<file path="config.mk">
export PLATFORM = sky130hd
export DESIGN_NAME = f2s_stream_pingpong_ctrl
export DESIGN_NICKNAME = d
export VERILOG_FILES = /design/src/rtl/f2s_stream_pingpong_ctrl.sv
export SDC_FILE = /design/constraint.sdc
export NUM_CORES = 1
export LEC_CHECK = 0
export ABC_AREA = 1
export ABC_CLOCK_PERIOD_IN_PS = 2900
export CAP_MARGIN = 0
export CORE_ASPECT_RATIO = 0.7
export CORE_MARGIN = 2
export CORE_UTILIZATION = 46
export CTS_BUF_LIST = sky130_fd_sc_hd__clkbuf_8
export CTS_CLUSTER_SIZE = 8
export DETAILED_ROUTE_END_ITERATION = 7
export GPL_TIMING_DRIVEN = 0
export MAX_ROUTING_LAYER = met4
export PLACE_DENSITY_LB_ADDON = 0.15
export SETUP_SLACK_MARGIN = 0.4
export SLEW_MARGIN = 5
export SYNTH_ARGS = -nofsm -noshare
export SYNTH_HDL_FRONTEND = slang
export SYNTH_SLANG_ARGS = --single-unit
</file>
<file path="constraint.sdc">
create_clock -name clk -period 2.9 [get_ports clk]
set_clock_uncertainty 0.15 [all_clocks]
set_input_delay 0.435 -clock clk [delete_from_list [all_inputs] [get_ports clk]]
set_output_delay 0.435 -clock clk [all_outputs]
set_load 0.05 [all_outputs]
</file>
<file path="src/rtl/f2s_stream_pingpong_ctrl.sv">
// f2s_stream_pingpong_ctrl
// Ping-pong write scheduler for the FPGA-to-HPS stream BRAM. Incoming
// valid/ready words fill one half of the BRAM. Each completed half is flagged
// to the HPS through the stream-event PIO. The HPS drains that half and then
// returns it to this block with an ack bit.
//
// Ports
//   clk         system clock, rising edge
//   reset       synchronous, active-high
//   ctrl_in     PIO out_port: [0] enable, [1] ack half0, [2] ack half1,
//               [3] clear overflow
//   status_out  PIO in_port: [1:0] half ready, [2] overflow, [3] busy,
//               [15:4] zero, [31:16] frame count
//   src_valid   source word valid
//   src_data    source word
//   src_ready   word accepted this cycle when src_valid is also high
//   bram_we     BRAM write enable, one cycle after the accept
//   bram_addr   {half, word_ptr}
//   bram_wdata  BRAM write data
module f2s_stream_pingpong_ctrl #(
  parameter int unsigned ADDR_W = 10,
  parameter int unsigned DATA_W = 32
) (
  input  logic              clk,
  input  logic              reset,
  input  logic [31:0]       ctrl_in,
  output logic [31:0]       status_out,
  input  logic              src_valid,
  input  logic [DATA_W-1:0] src_data,
  output logic              src_ready,
  output logic              bram_we,
  output logic [ADDR_W-1:0] bram_addr,
  output logic [DATA_W-1:0] bram_wdata
);

  localparam int unsigned PTR_W   = ADDR_W - 1;
  localparam int unsigned FRAME_W = 16;

  typedef enum logic [1:0] {
    IDLE      = 2'd0,
    FILL      = 2'd1,
    WAIT_FREE = 2'd2
  } state_t;

  state_t             state_q, state_d;
  logic               half_q, half_d;
  logic [PTR_W-1:0]   ptr_q, ptr_d;
  logic [1:0]         ready_q, ready_d;
  logic               ovf_q, ovf_d;
  logic [FRAME_W-1:0] frame_q, frame_d;
  logic [1:0]         ack_q;
  logic               clr_q;

  logic       enable;
  logic       accept;
  logic       last_word;
  logic       clr_rise;
  logic [1:0] ack_rise;
  logic [1:0] ready_acked;
  logic       unused_ctrl;

  assign enable      = ctrl_in[0];
  assign accept      = src_valid & (state_q == FILL);
  assign last_word   = &ptr_q;
  assign ack_rise    = ctrl_in[2:1] & ~ack_q;
  assign clr_rise    = ctrl_in[3] & ~clr_q;
  assign ready_acked = ready_q & ~ack_rise;
  assign unused_ctrl = ^ctrl_in[31:4];

  // Register-only outputs, so the PIO always samples a stable word
  assign src_ready  = (state_q == FILL);
  assign status_out = {frame_q, 12'd0, (state_q != IDLE), ovf_q, ready_q};

  // Next-state, pointer, ready-flag and overflow logic
  always_comb begin
    state_d = state_q;
    half_d  = half_q;
    ptr_d   = ptr_q;
    ready_d = ready_acked;
    ovf_d   = ovf_q;
    frame_d = frame_q;

    // A stall with data pending beats a simultaneous clear request
    if (clr_rise) begin
      ovf_d = 1'b0;
    end
    if ((state_q == WAIT_FREE) && src_valid) begin
      ovf_d = 1'b1;
    end

    if (accept) begin
      if (last_word) begin
        ptr_d           = '0;
        ready_d[half_q] = 1'b1;
        half_d          = ~half_q;
        frame_d         = frame_q + FRAME_W'(1);
      end else begin
        ptr_d = ptr_q + PTR_W'(1);
      end
    end

    case (state_q)
      IDLE: begin
        if (enable) begin
          state_d = ready_q[half_q] ? WAIT_FREE : FILL;
        end
      end
      FILL: begin
        // An ack for the next half arriving with the final word avoids a stall
        if (accept && last_word) begin
          state_d = ready_acked[~half_q] ? WAIT_FREE : FILL;
        end
      end
      WAIT_FREE: begin
        // Resume once the registered flag shows the half is free
        if (!ready_q[half_q]) begin
          state_d = FILL;
        end
      end
      default: begin
        state_d = IDLE;
      end
    endcase

    // Disable discards a partial half; the half is refilled from word 0
    if (!enable) begin
      state_d = IDLE;
      ptr_d   = '0;
    end
  end

  // State and datapath registers
  always_ff @(posedge clk) begin
    if (reset) begin
      state_q    <= IDLE;
      half_q     <= 1'b0;
      ptr_q      <= '0;
      ready_q    <= 2'b00;
      ovf_q      <= 1'b0;
      frame_q    <= '0;
      ack_q      <= 2'b00;
      clr_q      <= 1'b0;
      bram_we    <= 1'b0;
      bram_addr  <= '0;
      bram_wdata <= '0;
    end else begin
      state_q <= state_d;
      half_q  <= half_d;
      ptr_q   <= ptr_d;
      ready_q <= ready_d;
      ovf_q   <= ovf_d;
      frame_q <= frame_d;
      ack_q   <= ctrl_in[2:1];
      clr_q   <= ctrl_in[3];
      bram_we <= accept;
      if (accept) begin
        bram_addr  <= {half_q, ptr_q};
        bram_wdata <= src_data;
      end
    end
  end

endmodule

</file>
# --- Word level (Yosys, flattened, before mapping) ---
# Index checks and enable logic that the tools add are counted.
totals:
  mem_count: 0
  mem_bits_ro: 0
  latch_bits: 0
  ff_bits: 77
  ramBits: 0
  elab_cells: 56
  in_bits: 67
  output_inout_bits: 76
classes:
  n_mul: 0
  order_cmp: 3
  reduce_logical: 10
  div: 0
  n_mux: 16
  bitwise: 10
  eq_ne: 4
  n_addsub: 2
  shift: 0
op_table:
  columns: ["op", "count"]
  rows:
  - ["16-bit by 1-bit adder with 16-bit output (second input constant)", 1]
  - ["2-bit 2-to-1 mux", 6]
  - ["10-bit AND reduction", 1]
  - ["9-bit by 1-bit adder with 9-bit output (second input constant)", 1]
  - ["9-bit 2-to-1 mux", 1]
  - ["9-bit AND reduction", 1]
  - ["1-bit 2-to-1 mux", 7]
  - ["2-bit case mux with 3 select lines", 1]
  - ["2-bit AND", 2]
  - ["1-bit by 2-bit less-than comparator with 1-bit output (second input constant)", 2]
  - ["2-bit inverter", 2]
  - ["2-bit nonzero test", 2]
  - ["1-bit logical AND", 3]
  - ["1-bit inverter", 3]
  - ["1-bit AND", 2]
  - ["2-bit by 1-bit == test with 1-bit output (second input constant)", 1]
  - ["2-bit == test (second input constant)", 1]
  - ["2-bit zero test", 1]
  - ["2-bit by 1-bit != test with 1-bit output (second input constant)", 1]
  - ["2-bit != test (second input constant)", 1]
  - ["2-bit OR", 1]
  - ["2-bit AND reduction", 1]
  - ["2-bit OR reduction", 1]
  - ["1-bit demux with 1-bit select", 1]
  - ["1-bit greater-or-equal comparator (second input constant)", 1]

# --- Depth between registers and ports, before layout ---
# Gate-level depths: netlist (run 1).
logic_depth:
  depth_word: 9
  depth_mapped: 12
  ltp_nobuf: 12

# --- Least setup slack after synthesis (run 1) ---
# Ideal clock, no wire load.
synth_timing:
  path_kind: "reg-to-reg"
  from: "register frame_q[0]"
  to: "register frame_q[14]"
  arrival_time_ns: 1.657
  path_slack_ns: 0.983
  n_path_buf: 0
  path_stages_with_launch: 9
  path_cell_list: "dfxtp_1 > ha_1 > inv_1 > nor2_1 > nand2_1 > nor2_2 > nand4_1 > nand2_1 > nor2_1"
synth_via:
  elab_chain_len: 1
synth_lines:
  columns: ["item", "line", "text"]
  rows:
  - ["start: declaration", "50", "logic [FRAME_W-1:0] frame_q, frame_d;"]
  - ["start signal: assignment", "152", "frame_q <= frame_d;"]
  - ["16-bit by 1-bit adder with 16-bit output", "96", "frame_d = frame_q + FRAME_W'(1);"]
# Every way passes these cells.
# A chain may end at the register's enable or synchronous reset.

# --- Worst setup path after layout (run 1) ---
layout_timing:
  from: "register state_q[0]"
  to: "output port src_ready"
layout_via:
  elab_chain_len: 1
layout_lines:
  columns: ["item", "line", "text"]
  rows:
  - ["start: declaration", "45", "state_t state_q, state_d;"]
  - ["start signal: assignment", "147", "state_q <= state_d;"]
  - ["2-bit by 1-bit == test with 1-bit output", "71", "assign src_ready = (state_q == FILL);"]
  - ["end: declaration", "30", "output logic src_ready,"]
# Every way passes these cells.

==> reports/summary.txt, run 1 <==
Status = completed
Routed Antenna Nets = 0
Vias = 3123
Crit path launch type = register
Diodes inserted = 0
Layout cell share with drive strength beyond 1 = 0.08451
Number of synthesized flops with an enable pin = 0
Placed Cells = 647
Ys flop type = dfxtp_1
Yosys reg bits = 77
Via density = 4.718
Fin. Hold Viols = 0
VDD IR max = 331.3 uV
Post-synth top cells = nor2_1 (106), dfxtp_1 (77), nand2_1 (73)
Area Growth Syn to Fin = 42.98%
Setup_tns = 0 ps
Wirelength per Cell = 12.44 um
Worst-path clk slew = 80 ps
Critical-path maximum fanout = 5
Critical path endpoint category = output pin
Max-cap violation count = 0
TritonCTS Buffers = 9
Synth area leader = dfxtp_1
Fraction of registers with async set/reset = 0
Effective utilization at floorplan = 0.4748
Fmax = 424.0 MHz
Synth Cell Area = 3208 um^2
Utilization after layout = 0.6789
Die Y = 73.87 um
Critical path class = reg2out
Initial antenna violation count = 0
Unrepaired setup endpoints after global routing = false
CP arrival = 1770 ps
Final net count = 634
Global router's overall resource usage = 0.2328
Post-CTS sizing = 0
Period Utilization, post-route = 0.8133
Die area = 7669 um^2
Power per cell area = 494.8 nW/um^2
CTS Buffer Depth = 2
Syn Area/Cell = 7.291 um^2
# hold bufs at CTS = 0
Clock root buffer = clkbuf_8
Filler cell count = 582
First-pass detailed-route iteration total = 4
Final min period = 2358 ps
Worst skew pair latency = 340 ps
Multi-input logic area = 1391 um^2
Worst Tran Pin Value = 549.7 ps
Data required time of the critical path = 2320 ps
Port Buf Inserts = 102
Fin worst setup slack = 541.5 ps
Max-slew violation count = 0
Hold Crit Class = reg2reg
Largest net degree at the start of global routing = 13
Max_slew headroom = 0.6324
Core ar. = 6756 um^2
Post-CTS setup buffer count = 0
Fin cells = 662
Die W = 103.8 um
Register area share after synthesis = 0.4805
Vias in the first global route = 3001
# setup viols final = 0
H-tree levels = 3
I/O pin cnt = 143
Leakage = 0.001896 uW
DRC violations left = 0
Yosys top cell area share = 0.4805
Final GP Congestion = 0.8933
Register area = 1541 um^2
Row cnt = 25
CTS tree = yes
Drt initial violations = 160
Top-count cell post-synth = nor2_1
Clock sink count = 77
Global route overflow = 0
Global-route wire length before repair = 13.74 mm
Yosys cell types = 25
Synth Instances = 440
Worst slack, placed = 654.1 ps
HPWL after DPL = 6.115 mm
Yosys warns = 0
Top post-synthesis cells by area = dfxtp_1 (48%), nor2_1 (12%), nand2_1 (8.5%), o21ai_0 (7.3%), a21oi_1 (4.1%)
DRT Wirelength = 8.235 mm
==> state kept, by name (all words and copies together), names as in the netlist <==
signal and flops:
half_q 1, clr_q 1, state_q 2, ovf_q 1
bram_wdata 32, frame_q 16, ready_q 2, ptr_q 9
bram_we 1, ack_q 2, bram_addr 10
==> metrics by stage <==
stage / hold WS [ps] / area (um^2) / power, uW
floorplan: 286.7 / 3249 / 1347
global placement: 298.3 / 4388 / 1481
detailed placement: 311.6 / 4388 / 1484
CTS: 321.6 / 4587 / 2289
global route: 339.9 / 4587 / 2370
finish: 314.8 / 4587 / 2270
==> critical path, cell delays in order (launching register included) <==
cell	delay [ps]
dfxtp_1	360
inv_2	80
nor2_4	160
clkdlybuf4s50_1	830
==> cells by family after synthesis <==
kind of cell             Yosys count  synth area share
AND/OR/NAND/NOR                  215            0.2800
flip-flops                        77            0.4805
AO/OA/AOI/OAI                     76            0.1197
buffers and inverters             65           0.09868
XOR/XNOR                           3          0.008192
adder cells (fa/ha/maj)            3           0.01170
other                              1          0.001169
==> where the power goes <==
group          total, uW  internal (uW)  switching, uW
Sequential          1100           1090           15.5
Clock                809            437            372
Combinational        356            130            226
Total               2270           1660            613
==> cells in the final DEF (no fill, tap or decap) <==
cell type	n
nor2_1	106
clkdlybuf4s50_1	102
dfxtp_1	77
nand2_1	73
o21ai_0	47
inv_1	32
a21oi_1	26
buf_4	16
nand3_1	16
conb_1	12
clkbuf_8	11
clkbuf_1	10
nand4_1	5
buf_2	4
nor3_1	4
nor2_4	3
nand3_2	3
nor2_2	3
xor2_1	3
ha_1	3
nand2_2	2
clkinv_2	2
inv_2	1
clkinv_1	1
buf_6	1
a31oi_1	1
o21ai_1	1
a211oi_1	1
clkinvlp_4	1
bufinv_16	1
==> final timing paths <==
kind | cells past startpoint | end | from | slack, ps
setup / recovery | 3 | src_ready | state_q[0]$_SDFFE_PP0P_ | 540
hold reg to reg | 2 | bram_addr[3]$_SDFFE_PP0P_ | bram_addr[3]$_SDFFE_PP0P_ | 310
setup reg to reg | 12 | state_q[1]$_SDFFE_PP0P_ | ptr_q[1]$_SDFFE_PP0P_ | 910
hold / removal | 2 | bram_addr[3]$_SDFFE_PP0P_ | bram_addr[3]$_SDFFE_PP0P_ | 310
==> final cells by class <==
class / count / share of cell area
Clock buffer: 11 / 0.03301
Sequential cell: 77 / 0.3361
Tap cell: 94 / 0.02564
Inverter: 34 / 0.02782
Multi-Input combinational cell: 309 / 0.3033
Buffer: 31 / 0.04119
Timing Repair Buffer: 102 / 0.2226
Clock inverter: 4 / 0.01037
==> metal layers <==
| metal | wire length [um] | vias to the layer above | part of all wire | track usage |
|---|---|---|---|---|
| met1 | 3842 | 1393 | 0.47 | 0.2812 |
| met3 | 685 | 6 | 0.083 | 0.09760 |
| met4 | 70 | 0 | 0.0085 | 0.06006 |
| met5 | 0 | - | 0 | - |
| met2 | 3636 | 105 | 0.44 | 0.3633 |
| li1 | - | 1619 | - | - |
(Power assumes the default switching activity.)
==> run 2, diff against run 1 <==
--- a/config.mk
+++ b/config.mk
@@ -6,11 +6,11 @@
 export NUM_CORES = 1
 export LEC_CHECK = 0
 export ABC_AREA = 1
-export ABC_CLOCK_PERIOD_IN_PS = 2900
+export ABC_CLOCK_PERIOD_IN_PS = 2000
 export CAP_MARGIN = 0
 export CORE_ASPECT_RATIO = 0.7
 export CORE_MARGIN = 2
-export CORE_UTILIZATION = 46
+export CORE_UTILIZATION = 39
 export CTS_BUF_LIST = sky130_fd_sc_hd__clkbuf_8
 export CTS_CLUSTER_SIZE = 8
 export DETAILED_ROUTE_END_ITERATION = 7
==> constraint.sdc (replaced) <==
create_clock -name clk -period 2 [get_ports clk]
set_clock_uncertainty 0.15 [all_clocks]
set_input_delay 0.3 -clock clk [delete_from_list [all_inputs] [get_ports clk]]
set_output_delay 0.3 -clock clk [all_outputs]
set_load 0.05 [all_outputs]
==> run 2 against run 1 <==
- critical path depth rose by 9
- via count rose by 3.5%
- wire length rose by 13%
- first-iteration DRC count fell by 14%
- register-to-register slack got worse by 660 ps
- setup slack got worse by 290 ps
- flip-flop and latch count did not move
- worst hold slack got worse by 2.2 ps
- count of clock-buffer cells in the layout fell by 2
- non-clock buffer count rose by 18
- die area rose by 17%
- largest power group is now clock
- highest routed layer unchanged
==> reports/summary.txt, run 2 (same netlist as run 1, synthesis figures left out) <==
Unrepaired setup endpoints after global routing = true
Routed Antenna Nets = 0 (unchanged)
Power per cell area = 737.3 nW/um^2 (+49%)
Largest net degree at the start of global routing = 14 (+1)
Worst R2R Setup Slack = 250 ps (-660 ps)
Fin worst setup slack = 253.5 ps (-288.0 ps)
Period Utilization, post-route = 0.8732
Placed cell area = 4451 um^2 (+1.4%)
Fin. Hold Viols = 0 (unchanged)
DRC violations left = 0 (unchanged)
Final GP Congestion = 0.8418 (-5.8%)
Critical path class = reg2reg
Clock root buffer = clkbuf_8
Clock sink count = 77 (unchanged)
Comb pwr share = 0.139 (-0.018)
Part of the power in registers = 0.425 (-0.062)
Die W = 112.4 um (+8.3%)
Max_slew headroom = 0.6455 (+0.01311)
Filler cell count = 675 (+16%)
Area Growth Syn to Fin = 59.09%
Effective utilization at floorplan = 0.4041 (-0.07072)
Initial antenna violation count = 0 (unchanged)
Multi-input logic area = 1559 um^2 (+12%)
Via density = 4.705 (-0.28%)
Wirelength per Cell = 13.49 um (+8.5%)
Total net switching power = 921.0 uW (+50%)
Crit path launch type = register
Vias in the first global route = 3048 (+1.6%)
Hold EP = bram_addr[8]$_SDFFE_PP0P_
DRT Wirelength = 9.270 mm (+13%)
Register area = 1567 um^2 (+1.6%)
CP arrival = 1870 ps (+100 ps)
Placed Cells = 654 (+1.1%)
Most common cell after layout, fill and taps aside = nor2_1
Max-cap violation count = 0 (unchanged)
Row cnt = 27 (+8.0%)
TritonCTS Buffers = 9 (unchanged)
I/O pin cnt = 143 (unchanged)
Top Registers = bram_wdata: 32 flops, frame_q: 16 flops, bram_addr: 10 flops
Fmax = 572.6 MHz
Worst-path clk slew = 80 ps (about the same)
Hold_sp = bram_addr[8]$_SDFFE_PP0P_
Die Y = 79.88 um (+8.1%)
Core ar. = 7939 um^2 (+17%)
# setup viols final = 0 (unchanged)
Status = completed
Global router's overall resource usage = 0.2057 (-0.02706)
Worst r2r path cells = 12 (unchanged)
Setup_tns = 0 ps (unchanged)
Vias = 3232 (+3.5%)
Hold Crit Class = reg2reg
Sw frac = 0.2447 (-0.02539)
Data required time of the critical path = 2120 ps (-200 ps)
Port Buf Inserts = 102 (unchanged)
Global route overflow = 0 (unchanged)
H-tree levels = 3 (unchanged)
VDD IR max = 388.0 uV (+17%)
Final min period = 1746 ps
Drt initial violations = 138 (-14%)
CTS tree = yes
Final net count = 652 (+2.8%)
Max-slew violation count = 0 (unchanged)
Layout cell share with drive strength beyond 1 = 0.3038 (+0.2192)
Internal Power = 2842 uW (+72%)
Most flop-heavy register = bram_wdata
Reg2reg end = state_q[1]$_SDFFE_PP0P_
Critical path endpoint category = register
Worst slack, placed = -182.9 ps (-837.0 ps)
Fin cells = 687 (+3.8%)
Critical-path maximum fanout = 3 (-2)
Die area = 8979 um^2 (+17%)
Worst skew pair latency = 340 ps (about the same)
Post-route cell area = 5104 um^2 (+11%)
Leakage = 0.002130 uW (+12%)
Max FFs per register = 32 (unchanged)
CTS Buffer Depth = 2 (unchanged)
Clock network power share = 0.436 (+0.080)
Global-route wire length before repair = 14.59 mm (+6.2%)
Diodes inserted = 0 (unchanged)
HPWL after DPL = 6.298 mm (+3.0%)
Hold path cells = 2 (unchanged)
Reg2Reg Launch Point = ptr_q[1]$_SDFFE_PP0P_
Most frequent cells in the layout = nor2_1 (100), nand2_1 (63), dfxtp_1 (63), clkdlybuf4s15_2 (56), o21ai_0 (44)
First-pass detailed-route iteration total = 4 (unchanged)
Worst Tran Pin Value = 531.7 ps (-17.94 ps)
==> run 2: changes by cell type in the layout (fill, tap and decap cells not counted), moves of 9 or more <==
cell and change:
clkdlybuf4s50_1 -65, clkdlybuf4s15_2 +56, dfxtp_1 -14, buf_4 +11
dfxtp_2 +11, nand2_1 -10, buf_6 +9
==> run 2: how the worst max path moves through the flow <==
stage,from,to,cells past startpoint
finish,ptr_q[1]$_SDFFE_PP0P_,state_q[1]$_SDFFE_PP0P_,12
global route,ptr_q[1]$_SDFFE_PP0P_,state_q[1]$_SDFFE_PP0P_,12
CTS,state_q[0]$_SDFFE_PP0P_,src_ready,3
detailed placement,reset,ptr_q[7]$_SDFFE_PP0P_,8
global placement,reset,ptr_q[7]$_SDFFE_PP0P_,8
floorplan,state_q[0]$_SDFFE_PP0P_,frame_q[5]$_SDFFE_PP0P_,8
==> run 2: power groups by stage <==
stage | Combinational (uW) | Sequential, uW | Clock (uW)
5_1_grt | 554 | 1600 | 1740
6_report | 522 | 1600 | 1640
3_5_place_dp | 517 | 1630 | 0
2_1_floorplan | 175 | 1780 | 0
3_3_place_gp | 514 | 1630 | 0
4_1_cts | 510 | 1600 | 1670
==> run 2: area by class of cell <==
type / count / share of cell area
clock inverters: 6 / 0.03114
inverters: 34 / 0.02623
clock buffers: 9 / 0.02427
plain buffers: 31 / 0.04070
repair buffers: 120 / 0.2405
multi-input cells: 309 / 0.3055
well taps: 101 / 0.02476
flip-flops and latches: 77 / 0.3069
==> run 2: worst max-delay path, stage by stage, from the launching register on <==
cell     delay (ps)
dfxtp_4         360
ha_4            140
nand2_4          60
nor2_4          110
nand2_4          70
inv_2            70
ha_4            140
inv_4            40
o21ai_2         140
nand2_1          70
nor2_1          120
nand2_1          70
a21oi_1         140
==> run 2: repair_timing <==
action / in CTS / in global routing
setup endpoints to repair: 131 / 61
hold buffers: 0 / 0
resized for setup: 226 / 53
endpoints found under the hold margin: 0 / 0
gates cloned: 1 / 2
pin swaps: 5 / 18
buffers inserted: 5 / 10
==> run 2: stage by stage <==
step           hold WS [ps]    util  power (uW)
2_1_floorplan         219.1       -        1952
3_3_place_gp          298.2  0.5606        2147
3_5_place_dp          302.0  0.5606        2152
4_1_cts               313.7  0.6128        3783
5_1_grt               337.7  0.6429        3897
6_report              312.6  0.6429        3763
==> run 2: metal layers <==
| metal | vias up | track usage | wire length, um |
|---|---|---|---|
| met5 | - | - | 0 |
| met4 | 0 | 0.05244 | 64 |
| met3 | 6 | 0.05315 | 584 |
| met2 | 78 | 0.3169 | 4187 |
| met1 | 1494 | 0.2720 | 4433 |
| li1 | 1654 | - | - |
